$ cat src/rtl/mult_pkg.sv
// Shared constants for the signed shift-add multiplier slice.
// Latency: n/a (declarations only).
// Backpressure: n/a.
//
// Contents: DEFAULT_WIDTH, the operand width used when a module is not overridden.
package mult_pkg;

  localparam int DEFAULT_WIDTH = 8;

endpackage

$ cat src/rtl/mult_datapath_add_sub.sv
// N-bit ripple adder/subtractor built from full_adder cells.
// Latency: combinational.
// Backpressure: none; there is no handshake.
//
// Ports of add_sub_n:
//   a, b  in   N  operands
//   sub   in   1  0: sum = a + b, 1: sum = a - b
//   sum   out  N  result modulo 2^N
module full_adder (
  input  logic a,
  input  logic b,
  input  logic cin,
  output logic s,
  output logic cout
);
  assign s    = a ^ b ^ cin;
  assign cout = (a & b) | (a & cin) | (b & cin);
endmodule

module add_sub_n #(
  parameter int N = 9
) (
  input  logic [N-1:0] a,
  input  logic [N-1:0] b,
  input  logic         sub,
  output logic [N-1:0] sum
);
  logic [N-1:0] b_eff;
  logic [N-1:0] carry;

  // Subtraction is a + ~b + 1: invert b and feed sub in as the carry-in.
  assign b_eff    = b ^ {N{sub}};
  assign carry[0] = sub;

  for (genvar i = 0; i < N - 1; i++) begin : g_cell
    full_adder u_fa (
      .a    (a[i]),
      .b    (b_eff[i]),
      .cin  (carry[i]),
      .s    (sum[i]),
      .cout (carry[i+1])
    );
  end

  // The carry out of the MSB is never used, so the top bit is only a sum bit.
  assign sum[N-1] = a[N-1] ^ b_eff[N-1] ^ carry[N-1];

endmodule

$ cat src/rtl/mult_datapath.sv
// Register/arithmetic datapath (X, A, B) of the 8-bit signed shift-add multiplier.
// Latency: every strobe takes effect on the next Clk edge; M follows B combinationally.
// Backpressure: none; the control FSM sequences strobes and is never stalled.
//
// Ports:
//   Clk, Reset                 clock, async active-high reset
//   Switches[WIDTH-1:0]        multiplicand S, also the load value for B
//   Load_B, Clear_XA           load B / clear X and A
//   Addition, Subtraction      {X,A} <= sext(A) +/- sext(S)
//   Shift_En                   arithmetic shift right of {X,A,B}
//   Aval, Bval, X              register contents
//   M                          B[0], fed back to the FSM
module mult_datapath
  import mult_pkg::*;
#(
  parameter int WIDTH = DEFAULT_WIDTH
) (
  input  logic             Clk,
  input  logic             Reset,
  input  logic [WIDTH-1:0] Switches,
  input  logic             Load_B,
  input  logic             Clear_XA,
  input  logic             Addition,
  input  logic             Subtraction,
  input  logic             Shift_En,
  output logic [WIDTH-1:0] Aval,
  output logic [WIDTH-1:0] Bval,
  output logic             X,
  output logic             M
);

  localparam int N = WIDTH + 1;

  logic             x_q, x_d;
  logic [WIDTH-1:0] a_q, a_d;
  logic [WIDTH-1:0] b_q, b_d;

  logic             arith;
  logic [N-1:0]     sum;

  assign arith = Addition | Subtraction;

  // Subtraction wins over Addition simply by driving the sub input.
  add_sub_n #(.N(N)) u_add_sub (
    .a   ({a_q[WIDTH-1], a_q}),
    .b   ({Switches[WIDTH-1], Switches}),
    .sub (Subtraction),
    .sum (sum)
  );

  always_comb begin
    x_d = x_q;
    a_d = a_q;
    b_d = b_q;

    if (Clear_XA) begin
      x_d = 1'b0;
      a_d = '0;
    end else if (arith) begin
      x_d = sum[N-1];
      a_d = sum[WIDTH-1:0];
    end else if (Shift_En) begin
      // X is the sign, so it both holds and feeds A's MSB.
      a_d = {x_q, a_q[WIDTH-1:1]};
    end

    // Any add/sub in the same cycle suppresses the whole shift, B included;
    // a clear does not, so B takes the pre-clear A[0].
    if (Load_B) begin
      b_d = Switches;
    end else if (Shift_En && !arith) begin
      b_d = {a_q[0], b_q[WIDTH-1:1]};
    end
  end

  always_ff @(posedge Clk or posedge Reset) begin
    if (Reset) begin
      x_q <= 1'b0;
      a_q <= '0;
      b_q <= '0;
    end else begin
      x_q <= x_d;
      a_q <= a_d;
      b_q <= b_d;
    end
  end

  assign Aval = a_q;
  assign Bval = b_q;
  assign X    = x_q;
  assign M    = b_q[0];

endmodule

$ cat config.mk
export PLATFORM = sky130hd
export DESIGN_NAME = mult_datapath
export DESIGN_NICKNAME = d
export VERILOG_FILES = /design/src/rtl/mult_pkg.sv /design/src/rtl/mult_datapath_add_sub.sv /design/src/rtl/mult_datapath.sv
export SDC_FILE = /design/constraint.sdc
export NUM_CORES = 1
export LEC_CHECK = 0
export ABC_CLOCK_PERIOD_IN_PS = 9600
export CAP_MARGIN = 20
export CORE_ASPECT_RATIO = 0.9
export CORE_UTILIZATION = 25
export DETAILED_ROUTE_END_ITERATION = 8
export SYNTH_ARGS = -nofsm -noshare
export SYNTH_HDL_FRONTEND = slang
export SYNTH_SLANG_ARGS = --single-unit
$ cat constraint.sdc
create_clock -name Clk -period 9.6 [get_ports Clk]
set_clock_uncertainty 0.2 [all_clocks]
set_input_delay 1.44 -clock Clk [delete_from_list [all_inputs] [get_ports Clk]]
set_output_delay 1.44 -clock Clk [all_outputs]
set_load 0.02 [all_outputs]
* Word level (Yosys, flattened, before mapping)
Cells that the tools add are included.
Storage, ports and cells: register bits 17, input port bits 15, output and inout bits 18, logic and storage cells 75
Operators by class: multiplexer cells 7, bitwise logic cells 60, reductions and logical operators 5
Operators by type and width (number):
- $mux W8 | 5
- $and A1 B1 Y1 | 24
- $xor A1 B1 Y1 | 18
- $or A1 B1 Y1 | 17
- $xor A9 B9 Y9 | 1
- $reduce_bool A2 Y1 | 2
- $reduce_bool A3 Y1 | 1
- $mux W1 | 2
- $logic_and A1 B1 Y1 | 1
- $logic_not A1 Y1 | 1

* Logic depth before layout (Yosys ltp)
Gate-level depths: netlist of the first run.
depth in word-level cells 28, mapped depth 12, depth with buffers taken out 11

* Modules after synthesis
A second synthesis of the first run with hierarchy kept.
Second synthesis, totals: cells, all modules 106, area, all modules 1132.3 um^2
Modules (own cells, without submodules):
- mult_datapath | instances 1, cells each 86, area an instance 857.1 um^2, seq. area each 425.4 um^2
- full_adder | instances 8, cells each 1, area an instance 20.0 um^2, seq. area each 0.0 um^2
- add_sub_n | instances 1, cells each 12, area an instance 115.1 um^2, seq. area each 0.0 um^2

* Least setup slack after synthesis of the first run
OpenSTA, ideal clock, no wires.
path type in2reg, from in Subtraction, to reg a_q[7], in the netlist Aval[7], setup time 0.094 ns, data arrival time 4.836 ns, required time 9.306 ns, slack 4.470 ns, stages 12, buffers on the path 1, path through buf_6 xnor2_1 fa_1 inv_1 fa_1 fa_1 fa_1 fa_1 fa_1 fa_1 nor2_1 a211oi_1
On the way: longest elaborated chain between the ends 25, elaborated cells on any way between the ends 42, those cells by class mux (2); bitwise (39); reduce/logical (1)
RTL lines:
- start: declaration | RTL line mult_datapath.sv:24 | input logic Subtraction,
- $xor A9 B9 Y9 | RTL line mult_datapath_add_sub.sv:32 | assign b_eff = b ^ {N{sub}};
- $and A1 B1 Y1 | RTL line mult_datapath_add_sub.sv:17 | assign cout = (a & b) | (a & cin) | (b & cin);
- $or A1 B1 Y1 (2 in series) | RTL line mult_datapath_add_sub.sv:17
- $and A1 B1 Y1 | RTL line mult_datapath_add_sub.sv:17
- $or A1 B1 Y1 (2 in series) | RTL line mult_datapath_add_sub.sv:17
- $and A1 B1 Y1 | RTL line mult_datapath_add_sub.sv:17
- $or A1 B1 Y1 (2 in series) | RTL line mult_datapath_add_sub.sv:17
- $and A1 B1 Y1 | RTL line mult_datapath_add_sub.sv:17
- [3 not listed]
- $or A1 B1 Y1 (2 in series) | RTL line mult_datapath_add_sub.sv:17
- $and A1 B1 Y1 | RTL line mult_datapath_add_sub.sv:17
- $or A1 B1 Y1 (2 in series) | RTL line mult_datapath_add_sub.sv:17
- $and A1 B1 Y1 | RTL line mult_datapath_add_sub.sv:17
- $or A1 B1 Y1 (2 in series) | RTL line mult_datapath_add_sub.sv:17
- $xor A1 B1 Y1 | RTL line mult_datapath_add_sub.sv:16 | assign s = a ^ b ^ cin;
- $mux W8 | RTL line mult_datapath.sv:59 | end else if (arith) begin
- $mux W8 | RTL line mult_datapath.sv:56 | if (Clear_XA) begin
- end signal: assignment | RTL line mult_datapath.sv:79 | a_q <= '0;
- end signal: assignment | RTL line mult_datapath.sv:83 | a_q <= a_d;
- end: declaration | RTL line mult_datapath.sv:35 | logic [WIDTH-1:0] a_q, a_d;
Parallel ways exist; a longest one is shown, timed or not. A chain may end at the register's enable or synchronous reset.

* Worst setup path in the final report of the first run
Ends and elaborated chain as after synthesis.

==> flow_metrics.tcl, run 1 <==
set metrics [dict create \
    end_kind "register" \
    htreeDepth 1 \
    numCtsBuffers 3 \
    synth.area.mux_share 0.213 \
    ff2ff_path_depth 11 \
    grt-ovfl-total 0 \
    p_seq_frac 0.365 \
    period_minus_slack_ns 5.67 \
    wl_um 2290 \
    setup_tns_ns 0 \
    met2_length_um 928 \
    start_kind "primary input" \
    r2r-end "Aval[7]" \
    cts_setup_buffers 0 \
    avgViaCountPerCell 4.16 \
    antenna-diode-count 0 \
    areaGrowthSynthToFinish_pct 29.1 \
    status "complete, no violations" \
    p_switching_mw 0.0999 \
    rsz0062_at_grt "false" \
    hold_depth 1 \
    p_leak_nw 0.623 \
    synthCells 98 \
    layout_common_cells "32 x clkdlybuf4s50_1, 17 x dfrtp_1, 16 x mux2_2" \
    place_congestion 0.745 \
    coreArea_um2 4490 \
    hpwl_um 1780 \
    finalHoldViolations 0 \
    worstReg2RegStart "Aval[0]" \
    max-cap-violations 0 \
    clk_latency_ns 0.26 \
    row_count 23 \
    die_h_um 67 \
    finalSetupViolCount 0 \
    wire_per_inst_um 12.6 \
    synth_top_family_by_area "multiplexers" \
    antenna_left 0 \
    cellPowerDensity_nw_per_um2 184 \
    grt_use_total 0.104 \
    arrival_ns 5.64 \
    dieArea_um2 4970 \
    ctsHoldBuffers 0 \
    top_layer "met4" \
    cts_buffer_depth 2 \
    wl_met1_um 1190 \
    drive_gt1_frac 0.192 \
    route.vias.total 757 \
    power_frac_clock 0.203 \
    yosysWarningCount 0 \
    io_buffers 32 \
    synth_fp_nets 120 \
    path_class "primary input to register" \
    drcViolationCount 0 \
    intPower_mw 0.179 \
    crit_required_ns 9.57 \
    antenna_found_initial 0 \
    num-nets-final 143 \
    cts_resized 0 \
    grt_pass1_vias 817 \
    slew_viol_final 0 \
    initial_core_util 0.261 \
    drtIter0Drc 8 \
    cts_sinks 17 \
    hold_start "Bval[0]" \
    synth_fa_ha_area_frac 0.119 \
    wl_met3_um 149 \
    relSlewSlack 0.557 \
    crit_fanout 10 \
    ys_types 23 \
    final_common_cell "clkdlybuf4s50_1" \
    avgSynthCellArea_um2 12.0 \
    pin_count 33 \
    worst_slew_pin_slew_ns 0.663 \
    min_delay_worst_endpoint "Bval[0]" \
    achievable-frequency_mhz 176 \
    power_frac_comb 0.432 \
    grt_pass1_wl_um 3860 \
    path_clk_slew_ns 0.08 \
    grt_max_degree 18 \
    netlist_area_um2 1170 \
    instances_no_fill 182 \
    synth_compound_area_frac 0.0832 \
    ctsRootBufferMaster "clkbuf_8" \
    hp-class "register to register" \
    p_sw_frac 0.359 \
    fp.dieW_um 74.2 \
    synth_xor_area_frac 0.0522 \
    fin_crit_sh 0.590 \
    cts_tree "yes" \
    total_power_mw 0.279 \
    place_inst 178 \
    peakVddDrop_mv 0.0729 \
    rrSetupSlack_ns 5.52 \
    ys_seq_area_frac 0.362 \
    synth_seq_cells 17 \
    synthSimpleGateAreaFrac 0.0693 \
    dr.pass1.iters 2 \
]
[kinds of logic (layout without fill, tap and decap cells)]
| family | count (synthesis) | in the layout |
|---|---|---|
| AOI/OAI and AO/OA | 12 | 12 |
| xor gates and xnor gates | 7 | 7 |
| adders and majority gates | 7 | 7 |
| buffers and inverters | 18 | 40 |
| DFF | 17 | 17 |
| muxes | 23 | 23 |
| and+or+nand+nor | 14 | 14 |
[power by group through the flow]
stage                     combinational [mW]  clock, mW  sequential, mW
final                                  0.120     0.0564           0.102
after global placement                 0.120          0           0.103
after detailed placement               0.121          0           0.104
after global routing                   0.133     0.0602           0.105
after CTS                              0.122     0.0576           0.103
after floorplan                       0.0789          0           0.108
[cells in the mapped netlist, drive strengths merged]
cell type / n / area (um2)
dfrtp: 17 / 425
nor2b: 2 / 12.5
a31oi: 1 / 6.26
nor2: 8 / 46.3
o21ai: 1 / 5.00
nand3: 1 / 5.00
o211a: 1 / 10.0
xor2: 5 / 43.8
mux2i: 7 / 70.1
mux2: 16 / 180
a211oi: 8 / 60.1
a21oi: 1 / 16.3
inv: 4 / 15.0
fa: 7 / 140
xnor2: 2 / 17.5
nand3b: 1 / 7.51
or2: 1 / 6.26
nand2: 1 / 3.75
buf: 14 / 103
[critical path, stage by stage]
cell and delay, ns:
clkdlybuf4s50_1 0.71, xnor2_1 0.36, fa_1 0.22, inv_1 0.05, fa_1 0.41, fa_1 0.42, fa_1 0.42, fa_1 0.42
fa_1 0.42, fa_1 0.51, nor2_1 0.04, a211oi_1 0.21
[worst max path at each step]
| stage | from | end | slack, ns | cells past startpoint |
|---|---|---|---|---|
| 6_report | Subtraction | Aval[7] | 3.93 | 12 |
| 3_5_place_dp | Subtraction | Aval[7] | 3.61 | 12 |
| 4_1_cts | Subtraction | Aval[7] | 3.88 | 12 |
| 5_1_grt | Subtraction | Aval[7] | 3.63 | 12 |
| 2_1_floorplan | Subtraction | Aval[7] | 4.47 | 12 |
| 3_3_place_gp | Subtraction | Aval[7] | 3.69 | 12 |
[metal layers]
layer  global-route usage  up-vias
met4               0.0354        0
met2                0.152       31
met3               0.0257        3
li1                     -      372
met5                    0        -
met1                0.149      351
[metrics by stage]
stage	util	instance area [um2]	hold slack [ns]	setup slack, ns
2_1_floorplan	-	1170	0.340	4.47
3_3_place_gp	0.327	1470	0.318	3.69
3_5_place_dp	0.327	1470	0.329	3.61
4_1_cts	0.338	1520	0.352	3.88
5_1_grt	0.338	1520	0.372	3.63
6_report	0.338	1520	0.350	3.93
[area by class of cell]
type,count,area (um2)
Sequential cell,17,425
Fill cell,474,2970
Tap cell,62,77.6
Timing Repair Buffer,32,320
Multi-Input combinational cell,63,631
Inverter,4,15.0
Clock buffer,3,41.3
Clock inverter,1,5.00
[sequential cells by signal, summed over array words and instances, names as in the netlist]
name / count
X: 1
Bval: 8
Aval: 8
Power figures use the tool's default switching activity.
==> run 2, diff against run 1 <==
--- a/config.mk
+++ b/config.mk
@@ -5,7 +5,7 @@
 export SDC_FILE = /design/constraint.sdc
 export NUM_CORES = 1
 export LEC_CHECK = 0
-export ABC_CLOCK_PERIOD_IN_PS = 9600
+export ABC_CLOCK_PERIOD_IN_PS = 5500
 export CAP_MARGIN = 20
 export CORE_ASPECT_RATIO = 0.9
 export CORE_UTILIZATION = 25
==> constraint.sdc (replaced) <==
create_clock -name Clk -period 5.5 [get_ports Clk]
set_clock_uncertainty 0.2 [all_clocks]
set_input_delay 0.825 -clock Clk [delete_from_list [all_inputs] [get_ports Clk]]
set_output_delay 0.825 -clock Clk [all_outputs]
set_load 0.02 [all_outputs]
==> run 2 against run 1 <==
Against the previous run:
- critical path type unchanged
- combinational power rose by 77%
- non-clock buffer count rose by 1
- critical path depth did not move
- largest power group unchanged
- critical endpoint unchanged
- largest cell class unchanged
==> flow_metrics.tcl, run 2 (synthesis gave the netlist of run 1 again) <==
set metrics [dict create \
    status "complete, no violations" \
    grt_pass1_vias 839 \
    drcViolationCount 0 \
    num-nets-final 144 \
    met1_usage 0.131 \
    io_buffers 32 \
    drtIter0Drc 9 \
    place_congestion 0.770 \
    initial_core_util 0.261 \
    rsz0062_at_grt "false" \
    grt_pass1_wl_um 4020 \
    grt_use_total 0.112 \
    layout_common_cells "32 x clkdlybuf4s50_1, 17 x dfrtp_1, 16 x mux2_2" \
    ctsRootBufferMaster "clkbuf_8" \
    dieArea_um2 4970 \
    cts_sinks 17 \
    avgViaCountPerCell 4.32 \
    period_minus_slack_ns 4.86 \
    dr.pass1.iters 4 \
    grt-ovfl-total 0 \
    fp.dieW_um 74.2 \
    cts_setup_buffers 0 \
    peakVddDrop_mv 0.123 \
    coreArea_um2 4490 \
    stdcell_area_um2 1520 \
    numCtsBuffers 3 \
    wire_per_inst_um 13.1 \
    worst_slew_pin_slew_ns 0.675 \
    clk_latency_ns 0.26 \
    busiest_layer "met2" \
    achievable-frequency_mhz 206 \
    cts_tree "yes" \
    htreeDepth 1 \
    met3_usage 0.0378 \
    relSlewSlack 0.550 \
    drive_gt1_frac 0.190 \
    finalHoldViolations 0 \
    cellPowerDensity_nw_per_um2 320 \
    p_leak_nw 0.625 \
    setup_tns_ns 0 \
    grt_max_degree 18 \
    pin_count 33 \
    fillCellCount 480 \
    antenna-diode-count 0 \
    hp-class "register to register" \
    die_h_um 67 \
    hpwl_um 1900 \
    route.vias.total 790 \
    areaGrowthSynthToFinish_pct 29.6 \
    dpl_cell_area_um2 1480 \
    row_count 23 \
    fin_crit_sh 0.883 \
    antenna_found_initial 0 \
    antenna_left 0 \
    finalSetupViolCount 0 \
    cts_resized 0 \
    crit_required_ns 5.46 \
    start_kind "primary input" \
    wl_um 2400 \
    end_kind "register" \
    path_class "primary input to register" \
    final_common_cell "clkdlybuf4s50_1" \
    slew_viol_final 0 \
    arrival_ns 4.82 \
    cts_buffer_depth 2 \
    ctsHoldBuffers 0 \
    max-cap-violations 0 \
    path_clk_slew_ns 0.07 \
    grt_util_met2 0.183 \
    crit_fanout 4 \
]
## run 2: cell count changes in the layout (fill, tap and decap cells not counted), sizes merged
| cell | change |
|---|---|
| buf | +1 |
| clkbuf | +1 |
| clkinv | -1 |
## run 2: final timing paths
kind	cells after the start	to	from	slack [ns]
max	12	Aval[7]	Switches[0]	0.64
min	1	Bval[4]	Bval[4]	0.34
max reg2reg	11	Aval[7]	Aval[0]	1.35
min reg2reg	1	Bval[4]	Bval[4]	0.34
max in group asynchronous	2	Aval[0]	Reset	3.91
min in group asynchronous	2	Bval[7]	Reset	0.76
## run 2: worst max-delay path: stages
cell and delay [ns]:
clkdlybuf4s50_1 0.55, mux2i_1 0.29, fa_1 0.21, inv_1 0.05, fa_1 0.41, fa_1 0.42, fa_1 0.42, fa_1 0.42
fa_1 0.42, fa_1 0.51, nor2_1 0.04, a211oi_1 0.23
## run 2: area by class of cell
type | count | area [um2] | share of cell area
inverter | 4 | 15.0 | 0.00987
timing repair buffer | 33 | 328 | 0.215
multi-input combinational | 63 | 631 | 0.414
clock buffer | 4 | 45.0 | 0.0296
tap | 62 | 77.6 | 0.0510
sequential | 17 | 425 | 0.280
## run 2: where the power goes
group | leakage, nW | internal, mW | switching [mW] | total [mW]
registers | 0.211 | 0.151 | 0.0256 | 0.177
logic | 0.391 | 0.111 | 0.101 | 0.212
clock network | 0.0228 | 0.0516 | 0.0453 | 0.0969
total | 0.625 | 0.314 | 0.172 | 0.486
## run 2: layer usage
| layer | wire (um) | up-vias |
|---|---|---|
| li1 | - | 374 |
| met1 | 1050 | 382 |
| met2 | 1110 | 31 |
| met3 | 207 | 3 |
| met4 | 42 | 0 |
| met5 | 0 | - |
## run 2: through the flow
step	setup WS, ns	util	instances	total power [mW]	hold WS [ns]
floorplan	0.985	-	98	0.327	0.340
detailed placement	0.356	0.329	179	0.396	0.322
finish	0.642	0.339	183	0.486	0.343
CTS	0.570	0.339	183	0.497	0.347
global placement	0.461	0.329	179	0.390	0.320
global route	0.454	0.339	183	0.524	0.368
